$ cat config.mk
export PLATFORM = sky130hd
export DESIGN_NAME = lru_way_select
export DESIGN_NICKNAME = d
export VERILOG_FILES = /design/src/rtl/lru_way_select.sv
export SDC_FILE = /design/constraint.sdc
export NUM_CORES = 1
export LEC_CHECK = 0
export CORE_MARGIN = 2
export CORE_UTILIZATION = 40
export CTS_CLUSTER_DIAMETER = 40
export DETAILED_ROUTE_END_ITERATION = 7
export GPL_TIMING_DRIVEN = 0
export PLACE_DENSITY = 0.66
export SYNTH_ARGS = -nofsm -noshare
export SYNTH_HDL_FRONTEND = slang
export SYNTH_SLANG_ARGS = --single-unit
$ cat constraint.sdc
create_clock -name clk -period 4 [get_ports clk]
set_input_delay 0.6 -clock clk [delete_from_list [all_inputs] [get_ports clk]]
set_output_delay 0.6 -clock clk [all_outputs]
set_load 0.05 [all_outputs]
$ cat src/rtl/lru_way_select.sv
// lru_way_select: request-side controller for one 4-way L1 set.
// Resolves a tag lookup as hit or miss. On a miss it selects a victim way
// and runs a fill handshake bounded by FILL_TIMEOUT. Every completed request
// produces one LRU update pulse, and every request produces one response.
// Saturating hit and miss counters are kept.
//
// Optional feature: define LRU_WAYSEL_INVALID_FIRST_EN to prefer the
// lowest-index invalid way as the victim over the tracker's evict_way.
//
// Ports:
//   clk, rst                    clock, synchronous active-high reset
//   req_valid / req_ready       lookup request handshake
//   hit_vec, valid_vec          per-way tag match / line valid, sampled on accept
//   evict_way                   LRU victim from the tracker, sampled on accept
//   access_way / access_valid   one-cycle MRU promotion strobe to the tracker
//   fill_req / fill_way / fill_ack  line-fill handshake with the next level
//   resp_valid / resp_hit / resp_way / resp_err / multi_hit  completion report
//   hit_cnt / miss_cnt          saturating statistics
module lru_way_select #(
    parameter int unsigned FILL_TIMEOUT = 64,
    parameter int unsigned CNT_W        = 16
) (
    input  logic             clk,
    input  logic             rst,
    input  logic             req_valid,
    output logic             req_ready,
    input  logic [3:0]       hit_vec,
    input  logic [3:0]       valid_vec,
    input  logic [1:0]       evict_way,
    output logic [1:0]       access_way,
    output logic             access_valid,
    output logic             fill_req,
    output logic [1:0]       fill_way,
    input  logic             fill_ack,
    output logic             resp_valid,
    output logic             resp_hit,
    output logic [1:0]       resp_way,
    output logic             resp_err,
    output logic             multi_hit,
    output logic [CNT_W-1:0] hit_cnt,
    output logic [CNT_W-1:0] miss_cnt
);

    // Wide enough to hold FILL_TIMEOUT itself, which also covers FILL_TIMEOUT == 1.
    localparam int unsigned TMR_W = $clog2(FILL_TIMEOUT + 1);

    typedef enum logic [1:0] {
        IDLE   = 2'd0,
        FILL   = 2'd1,
        UPDATE = 2'd2,
        ABORT  = 2'd3
    } state_t;

    state_t           state_q, state_d;
    logic [TMR_W-1:0] tmr_q, tmr_d;
    logic [1:0]       way_q, way_d;
    logic             hit_q, hit_d;
    logic             multi_q, multi_d;
    logic [CNT_W-1:0] hit_cnt_q, hit_cnt_d;
    logic [CNT_W-1:0] miss_cnt_q, miss_cnt_d;

    logic req_ready_d, access_valid_d, fill_req_d, resp_valid_d;
    logic resp_hit_d, resp_err_d, multi_hit_d;

    logic       accept;
    logic       any_hit;
    logic       many_hits;
    logic [1:0] hit_way;
    logic [1:0] victim;

    // Index of the lowest set bit; only meaningful when v is non-zero.
    function automatic logic [1:0] lowest_set(input logic [3:0] v);
        logic [1:0] idx;
        idx = 2'd0;
        for (int i = 3; i >= 0; i--) begin
            if (v[i]) idx = 2'(i);
        end
        return idx;
    endfunction

    function automatic logic [CNT_W-1:0] sat_inc(input logic [CNT_W-1:0] c);
        return (c == {CNT_W{1'b1}}) ? c : c + CNT_W'(1);
    endfunction

    // Lookup decode on the incoming request.
    always_comb begin
        accept    = req_valid && req_ready;
        any_hit   = |hit_vec;
        // Clearing the lowest set bit leaves something only if two or more were set.
        many_hits = (hit_vec & (hit_vec - 4'd1)) != 4'd0;
        hit_way   = lowest_set(hit_vec);
    end

`ifdef LRU_WAYSEL_INVALID_FIRST_EN
    // Filling an empty way first avoids evicting live data.
    always_comb begin
        victim = (valid_vec != 4'hF) ? lowest_set(~valid_vec) : evict_way;
    end
`else
    logic unused_valid_vec;

    always_comb begin
        victim           = evict_way;
        unused_valid_vec = ^valid_vec;
    end
`endif

    // Next-state, datapath and next-output logic.
    always_comb begin
        state_d    = state_q;
        tmr_d      = tmr_q;
        way_d      = way_q;
        hit_d      = hit_q;
        multi_d    = multi_q;
        hit_cnt_d  = hit_cnt_q;
        miss_cnt_d = miss_cnt_q;

        unique case (state_q)
            IDLE: begin
                if (accept) begin
                    if (any_hit) begin
                        way_d   = hit_way;
                        hit_d   = 1'b1;
                        multi_d = many_hits;
                        state_d = UPDATE;
                    end else begin
                        way_d   = victim;
                        hit_d   = 1'b0;
                        multi_d = 1'b0;
                        tmr_d   = '0;
                        state_d = FILL;
                    end
                end
            end
            FILL: begin
                tmr_d = tmr_q + TMR_W'(1);
                // An ack on the final cycle still completes the fill.
                if (fill_ack) begin
                    state_d = UPDATE;
                end else if (tmr_q == TMR_W'(FILL_TIMEOUT - 1)) begin
                    state_d = ABORT;
                end
            end
            UPDATE: begin
                if (hit_q) hit_cnt_d  = sat_inc(hit_cnt_q);
                else       miss_cnt_d = sat_inc(miss_cnt_q);
                state_d = IDLE;
            end
            ABORT: begin
                miss_cnt_d = sat_inc(miss_cnt_q);
                state_d    = IDLE;
            end
            default: state_d = IDLE;
        endcase

        // Outputs are registered, so they are decoded from the state being entered.
        req_ready_d    = (state_d == IDLE);
        access_valid_d = (state_d == UPDATE);
        fill_req_d     = (state_d == FILL);
        resp_valid_d   = (state_d == UPDATE) || (state_d == ABORT);
        resp_err_d     = (state_d == ABORT);
        resp_hit_d     = (state_d == UPDATE) && hit_d;
        multi_hit_d    = (state_d == UPDATE) && multi_d;
    end

    // State, datapath and output registers.
    always_ff @(posedge clk) begin
        if (rst) begin
            state_q      <= IDLE;
            tmr_q        <= '0;
            way_q        <= 2'd0;
            hit_q        <= 1'b0;
            multi_q      <= 1'b0;
            hit_cnt_q    <= '0;
            miss_cnt_q   <= '0;
            req_ready    <= 1'b0;
            access_valid <= 1'b0;
            fill_req     <= 1'b0;
            resp_valid   <= 1'b0;
            resp_err     <= 1'b0;
            resp_hit     <= 1'b0;
            multi_hit    <= 1'b0;
        end else begin
            state_q      <= state_d;
            tmr_q        <= tmr_d;
            way_q        <= way_d;
            hit_q        <= hit_d;
            multi_q      <= multi_d;
            hit_cnt_q    <= hit_cnt_d;
            miss_cnt_q   <= miss_cnt_d;
            req_ready    <= req_ready_d;
            access_valid <= access_valid_d;
            fill_req     <= fill_req_d;
            resp_valid   <= resp_valid_d;
            resp_err     <= resp_err_d;
            resp_hit     <= resp_hit_d;
            multi_hit    <= multi_hit_d;
        end
    end

    // All way outputs present the registered way.
    assign access_way = way_q;
    assign fill_way   = way_q;
    assign resp_way   = way_q;
    assign hit_cnt    = hit_cnt_q;
    assign miss_cnt   = miss_cnt_q;

endmodule
# Yosys cells after proc, flatten, opt, wreduce, memory -nomap -nowiden
# Index checks and enable logic that the tools add are counted.
[op_classes]
n_eq_ne = 12
add_sub_neg = 4
reduce_logical = 15
mul = 0
n_bitwise = 2
n_mux = 22
n_shift = 0
magnitude_cmp = 0
div = 0
[op_table]
columns = ["operator", "n"]
rows = [
  ["16-bit by 1-bit adder with 16-bit output (second input constant)", 2],
  ["16-bit == test (second input constant)", 2],
  ["16-bit 2-to-1 mux", 2],
  ["16-bit case mux with 2 select lines", 1],
  ["2-bit 2-to-1 mux", 9],
  ["7-bit 2-to-1 mux", 2],
  ["7-bit case mux with 2 select lines", 1],
  ["2-bit == test (second input constant)", 4],
  ["7-bit by 1-bit adder with 7-bit output (second input constant)", 1],
  ["7-bit by 6-bit == test with 1-bit output (second input constant)", 1],
  ["1-bit 2-to-1 mux", 6],
  ["2-bit != test (second input constant)", 3],
  ["2-bit case mux with 3 select lines", 1],
  ["3-bit AND reduction", 2],
  ["4-bit AND", 1],
  ["2-bit by 1-bit == test with 1-bit output (second input constant)", 2],
  ["2-bit logical NOT", 2],
  ["2-bit AND reduction", 2],
  ["2-bit nonzero test", 2],
  ["4-bit nonzero test", 1],
  ["4-bit OR reduction", 1],
  ["4-bit by 1-bit subtractor with 4-bit output (second input constant)", 1],
  ["1-bit logical AND", 3],
  ["2-bit OR reduction", 1],
  ["other kinds (2)", 2],
]
[word_totals]
n_memories = 0
input_bits = 14
ramBits = 0
register_bits = 52
elab_cells = 69
out_inout_bits = 45
latchBits = 0
rom_bits = 0

# Depth between registers and ports, before layout
# Gate-level depths: netlist (run 1).
[logic_depth]
depth_word = 7
mapped_depth = 6

# Worst setup path before layout (run 1)
# OpenSTA, ideal clock, no wires.
[synth_path]
path_kind = "flip-flop to flip-flop"
start = "reg hit_cnt_q[0], in the netlist hit_cnt[0]"
end = "reg hit_cnt_q[14], in the netlist hit_cnt[14]"
setup_ns = 0.070
synth_period_minus_slack_ns = 2.202
t_arrival_ns = 2.132
path_buffers = 0
t_required_ns = 3.930
stages_incl_launch_ff = 6
slack_ns = 1.798
path_cell_list = "dfxtp_1 > ha_1 > nand4_2 > or4_1 > or3_1 > a21oi_1"
[synth_via]
elab_chain_len = 3
elab_cells_between_ends = 4
[synth_rtl]
columns = ["element", "line_no", "rtl"]
rows = [
  ["from (decl)", "59", "logic [CNT_W-1:0] hit_cnt_q, hit_cnt_d;"],
  ["from (signal assigned)", "189", "hit_cnt_q <= hit_cnt_d;"],
  ["parallel branches: the longest is 3 deep, another holds 16-bit by 1-bit adder with 16-bit output", "--", ""],
]
# Several ways; the timed one is not identified.
# A chain may end at the register's enable or synchronous reset.

# Worst setup path after layout (run 1)
[layout_path]
start = "reg hit_cnt_q[5], in the netlist hit_cnt[5]"
end = "out hit_cnt[5]"
[layout_rtl]
columns = ["element", "line_no", "rtl"]
rows = [
  ["to (decl)", "40", "output logic [CNT_W-1:0] hit_cnt,"],
]
# No word-level cell between the ends.

==> flow_metrics.env, run 1 <==
export IMPL_status="finished clean"
export IMPL_antenna_found_initial=0
export IMPL_final_setup_tns_ns=0
export IMPL_p_clk_share_pct=33.8
export IMPL_cts_setup_buffers=0
export IMPL_yosysWarnings=0
export IMPL_final_common_cell="clkdlybuf4s50_1"
export IMPL_cp_max_fo=7
export IMPL_initial_utilization_pct=41.8
export IMPL_cp_start_kind="flop"
export IMPL_path_clk_slew_ns=0.10
export IMPL_syn_avg_cell_area_sq_um=8.71
export IMPL_clockRootBuffer="clkbuf_8"
export IMPL_cts_tree="yes"
export IMPL_gp_congestion=0.805
export IMPL_multiInputGateArea_sq_um=1520
export IMPL_r2r_end="hit_cnt[10]"
export IMPL_end_kind="primary output"
export IMPL_min_period_over_period_pct=56.6
export IMPL_totalWireLength_um=6470
export IMPL_ys_types=49
export IMPL_crit_type="reg2out"
export IMPL_firstDrtPassIters=4
export IMPL_io_buffer_count=53
export IMPL_ctsResizeCount=0
export IMPL_grt_usage_pct=17.2
export IMPL_post_synth_inst_count=310
export IMPL_die_w_um=86.2
export IMPL_path_cells="clkdlybuf4s50_1"
export IMPL_drv_cap=0
export IMPL_fp_dieH_um=86.2
export IMPL_relSlewSlack_pct=60.1
export IMPL_seq_area_sq_um=1040
export IMPL_cts_sinks=52
export IMPL_rsz0062_at_grt="no"
export IMPL_finalInstanceArea_sq_um=3420
export IMPL_fin_nets=387
export IMPL_power_frac_comb_pct=8.7
export IMPL_grt_pass1_vias=2292
export IMPL_netlist_top_cells_area="dfxtp_1 (39%), mux2_2 (5.8%), a21oi_1 (4.4%)"
export IMPL_r2r_slack_ns=2.01
export IMPL_clock_path_buffers=2
export IMPL_num_vias=2585
export IMPL_synth_area_sq_um=2700
export IMPL_skew_ns=0.0119
export IMPL_io_pins=59
export IMPL_min_from="tmr_q[6]"
export IMPL_finalCriticalPeriod_ns=2.26
export IMPL_async_reset_ff_share_pct=0
export IMPL_p_seq_share_pct=57.5
export IMPL_switching_share_pct=24.2
export IMPL_fmax_mhz=442
export IMPL_finalHoldViolations=0
export IMPL_critical_path_buf_inv_count=1
export IMPL_worstRegToRegCells=5
export IMPL_p_int_uw=695
export IMPL_crit_family="buffers and inverters"
export IMPL_min_to="tmr_q[6]"
export IMPL_cts_buffers=5
export IMPL_coreArea_sq_um=6460
export IMPL_min_path_type="reg2reg"
export IMPL_synth_largest_area_cell="dfxtp_1"
export IMPL_synth_main_ff_cell="dfxtp_1"
export IMPL_grt_first_pass_wirelength_um=10400
export IMPL_critPathMaxStageDelay_ns=0.86
export IMPL_peakVddDrop_v=0.000133
export IMPL_leakage_uw=0.00117
export IMPL_viasPerCell=5.77
export IMPL_synth_top_area_share_pct=38.5
export IMPL_num_antenna_cells=0
export IMPL_area_delta_synth_final_pct=26.5
export IMPL_synth_net_count=327
export IMPL_cpMaxStageDelayCell="clkdlybuf4s50_1"
export IMPL_drcViolationCount=0
export IMPL_worstPathRequired_ns=3.40
export IMPL_nFillCells=597
export IMPL_reg2reg_from="hit_cnt[0]"
export IMPL_cp_arrival_ns=1.66
export IMPL_p_switching_uw=222
export IMPL_grt_max_degree=15
export IMPL_rows=29
export IMPL_layout_common_cells="clkdlybuf4s50_1 (53), dfxtp_1 (52), a21oi_1 (24), nor2_1 (21), nor2b_1 (17)"
export IMPL_die_area_sq_um=7430
export IMPL_cts_htree_levels=2
export IMPL_overflow=0
export IMPL_placed_area_sq_um=3330
export IMPL_synth_seq_area_share_pct=38.5
export IMPL_crit_cells=1
export IMPL_worst_pin_slew_ns=0.599
export IMPL_finalMaxSlewViolations=0
export IMPL_synth_edff_count=0
export IMPL_ant_nets=0
export IMPL_postCtsHoldBufs=0
export IMPL_drt_iter0_markers=147
export IMPL_setup_viol=0
export IMPL_wl_per_cell_um=14.4
export IMPL_ys_ff_latch=52
export IMPL_min_path_cells=2
export IMPL_layout_drive_gt1_share_pct=9.97
export IMPL_insertion_delay_ns=0.30
export IMPL_hpwl_um=4720
export IMPL_cellPowerDensity_nw_per_um2=268
-- registers in the layout, indices dropped and copies added, names as in the netlist --
register,flops
hit_cnt,16
miss_cnt,16
tmr_q,7
access_way,2
state_q,2
access_valid,1
fill_req,1
hit_q,1
multi_hit,1
multi_q,1
req_ready,1
resp_err,1
resp_hit,1
resp_valid,1
-- worst max path at each step --
stage,startpoint,endpoint
finish,hit_cnt[5],hit_cnt[5]
global placement,hit_vec[1],tmr_q[6]
global route,hit_cnt[5],hit_cnt[5]
CTS,hit_cnt[5],hit_cnt[5]
detailed placement,hit_vec[1],tmr_q[5]
floorplan,hit_cnt[0],hit_cnt[14]
-- power groups by stage --
stage | logic (uW) | registers [uW] | clock network (uW)
finish | 80.1 | 527 | 310
floorplan | 37.1 | 552 | 0
detailed placement | 80.7 | 539 | 0
global route | 86.1 | 528 | 339
global placement | 79.5 | 539 | 0
CTS | 80.9 | 527 | 317
-- final cells by class --
type                    instances  area share (%)
plain buffers                  22            3.15
clock buffers                   8            2.64
inverters                       8           0.878
multi-input cells             228            44.5
flip-flops and latches         52            30.5
well taps                      77            2.82
repair buffers                 53            15.5
-- worst register-to-register path, stage by stage, from the launching register on --
cell and delay [ns]:
dfxtp_1 0.41, ha_1 0.23, nand4_2 0.21, nor4_4 0.51, and4b_1 0.26, mux2_2 0.26
-- routing by layer --
| metal | vias up | global-route usage [%] | part of all wire [%] |
|---|---|---|---|
| met4 | 0 | 5.82 | 1.4 |
| met5 | - | 0 | 0 |
| li1 | 1277 | - | - |
| met2 | 60 | 28.6 | 47 |
| met3 | 9 | 2.95 | 4.6 |
| met1 | 1239 | 22.7 | 47 |
-- cells in the mapped netlist (4+ instances only) --
master     n
nor2_1    21
nor2b_1   17
o21bai_1   4
or4_1     10
and2_1     5
inv_1      8
or3_1      7
nor4_1     8
nor3_1     7
nand2b_1   5
and4_1     6
a21oi_1   24
mux2_2    14
and3_1     4
o31ai_1    9
buf_4      5
a211oi_1   9
nand3_1   12
clkbuf_1  11
buf_2      4
nand2_1   15
o21ai_0    9
nand4_1    8
dfxtp_1   52
-- kinds of logic after synthesis --
logic type	count (synthesis)	share of synthesized area [%]
adder cells (fa/ha/maj)	4	1.76
buffers and inverters	30	5.09
flip-flops	52	38.5
AO/OA/AOI/OAI	66	15.6
AND/OR/NAND/NOR	141	32.1
multiplexers	17	6.95
-- metrics by stage --
step	instances	util, %	total power [uW]	worst slack, ns	hold slack, ns
3_3_place_gp	440	51.5	619	1.51	0.472
5_1_grt	448	52.9	953	1.71	0.526
6_report	448	52.9	917	1.74	0.494
3_5_place_dp	440	51.5	620	1.47	0.486
4_1_cts	448	52.9	925	1.74	0.496
2_1_floorplan	310	-	589	1.80	0.465
(Power assumes the default switching activity.)
==> inputs of run 2 (changes only) <==
Clock period 4 ns to 2.18 ns, I/O delays scaled along.
==> flow_metrics.env, run 2 (synthesis results as in run 1) <==
export IMPL_placedCellCount=440
export IMPL_cts_setup_buffers=0
export IMPL_layout_common_cells="clkdlybuf4s50_1 (53), dfxtp_1 (50), a21oi_1 (24), nor2_1 (21), nor2b_1 (17)"
export IMPL_min_path_cells=2
export IMPL_initial_utilization_pct=41.8
export IMPL_die_area_sq_um=7430
export IMPL_cts_buffers=5
export IMPL_ant_nets=0
export IMPL_setup_viol=0
export IMPL_min_to="tmr_q[6]"
export IMPL_grt_usage_pct=18.2
export IMPL_final_setup_tns_ns=0
export IMPL_min_from="tmr_q[6]"
export IMPL_wl_per_cell_um=14.8
export IMPL_clock_path_buffers=2
export IMPL_finalHoldViolations=0
export IMPL_grt_first_pass_wirelength_um=11000
export IMPL_path_clk_slew_ns=0.10
export IMPL_viasPerCell=5.75
export IMPL_nFillCells=643
export IMPL_worstRegToRegCells=5
export IMPL_io_pins=59
export IMPL_switching_share_pct=25.1
export IMPL_fmax_mhz=502
export IMPL_insertion_delay_ns=0.31
export IMPL_die_w_um=86.2
export IMPL_num_antenna_cells=0
export IMPL_r2r_end="miss_cnt[12]"
export IMPL_cts_tree="yes"
export IMPL_critical_path_buf_inv_count=1
export IMPL_clockRootBuffer="clkbuf_8"
export IMPL_firstDrtPassIters=4
export IMPL_grt_pass1_vias=2332
export IMPL_fp_dieH_um=86.2
export IMPL_cts_sinks=52
export IMPL_area_delta_synth_final_pct=26.8
export IMPL_finalMaxSlewViolations=0
export IMPL_path_cells="clkdlybuf4s50_1"
export IMPL_gp_congestion=0.815
export IMPL_reg2reg_from="miss_cnt[3]"
export IMPL_num_vias=2578
export IMPL_cellPowerDensity_nw_per_um2=497
export IMPL_final_common_cell="clkdlybuf4s50_1"
export IMPL_cts_htree_levels=2
export IMPL_worst_pin_slew_ns=0.616
export IMPL_status="finished clean"
export IMPL_postCtsHoldBufs=0
export IMPL_peakVddDrop_v=0.000405
export IMPL_leakage_uw=0.00117
export IMPL_r2r_slack_ns=0.22
export IMPL_p_clk_share_pct=34.5
export IMPL_coreArea_sq_um=6460
export IMPL_crit_type="reg2out"
export IMPL_p_int_uw=1270
export IMPL_crit_cells=1
export IMPL_relSlewSlack_pct=58.9
export IMPL_hpwl_um=4760
export IMPL_grt_max_degree=16
export IMPL_critPathMaxStageDelay_ns=0.86
export IMPL_layout_drive_gt1_share_pct=10.8
export IMPL_drt_iter0_markers=104
export IMPL_totalWireLength_um=6630
export IMPL_p_switching_uw=427
export IMPL_antenna_found_initial=0
export IMPL_finalCriticalPeriod_ns=1.99
export IMPL_p_seq_share_pct=56.8
export IMPL_end_kind="primary output"
export IMPL_drv_cap=0
export IMPL_io_buffer_count=53
export IMPL_cpMaxStageDelayCell="clkdlybuf4s50_1"
export IMPL_min_path_type="reg2reg"
export IMPL_drcViolationCount=0
export IMPL_ctsResizeCount=0
export IMPL_cp_max_fo=7
export IMPL_final_cells=448
export IMPL_fin_util_pct=53.0
export IMPL_rows=29
export IMPL_cp_arrival_ns=1.67
export IMPL_skew_ns=0.00829
export IMPL_overflow=0
export IMPL_cp_start_kind="flop"
export IMPL_worstPathRequired_ns=1.85
export IMPL_min_period_over_period_pct=91.4
export IMPL_crit_family="buffers and inverters"
export IMPL_power_frac_comb_pct=8.7
export IMPL_rsz0062_at_grt="no"
export IMPL_fin_nets=387
[run 2: cell types whose count changed in the layout (fill, tap and decap cells not counted), sizes merged]
| cell | before | now |
|---|---|---|
| clkinvlp | 0 | 1 |
| clkbuf | 20 | 19 |
[run 2: power by group through the flow]
| stage | Combinational (uW) | Clock (uW) | Sequential [uW] |
|---|---|---|---|
| global placement | 147 | 0 | 989 |
| CTS | 148 | 599 | 967 |
| finish | 147 | 587 | 967 |
| detailed placement | 147 | 0 | 989 |
| floorplan | 68.0 | 0 | 1010 |
| global route | 159 | 641 | 969 |
[run 2: worst max path at each step]
stage,startpoint,endpoint,slack (ns)
floorplan,miss_cnt[2],miss_cnt[12],0.09
global placement,hit_vec[1],tmr_q[6],-0.03
detailed placement,hit_vec[0],tmr_q[6],-0.05
CTS,hit_cnt[5],hit_cnt[5],0.19
global route,state_q[0],miss_cnt[13],0.04
finish,hit_cnt[5],hit_cnt[5],0.19
[run 2: layer usage]
layer	GRT usage, %	up-vias	wire, um
met5	0	-	0
met4	6.25	0	116
met3	2.76	11	234
met2	29.8	53	3040
met1	24.6	1240	3240
li1	-	1274	-
[run 2: metrics by stage]
step	hold WS, ns	instance area, sq um	setup WS [ns]	total power, uW
after CTS	0.510	3420	0.189	1710
after global routing	0.526	3420	0.0384	1770
after floorplan	0.465	2700	0.0893	1080
after global placement	0.476	3330	-0.0300	1140
final	0.505	3420	0.188	1700
after detailed placement	0.497	3330	-0.0524	1140
[run 2: cell type report]
cell class,instances,area (sq um),share of cell area [%]
repair buffers,53,531,15.5
clock buffers,7,86.3,2.52
flip-flops and latches,52,1040,30.5
well taps,77,96.3,2.81
multi-input cells,228,1520,44.5
plain buffers,22,108,3.14
clock inverters,1,7.51,0.219
inverters,8,30.0,0.877
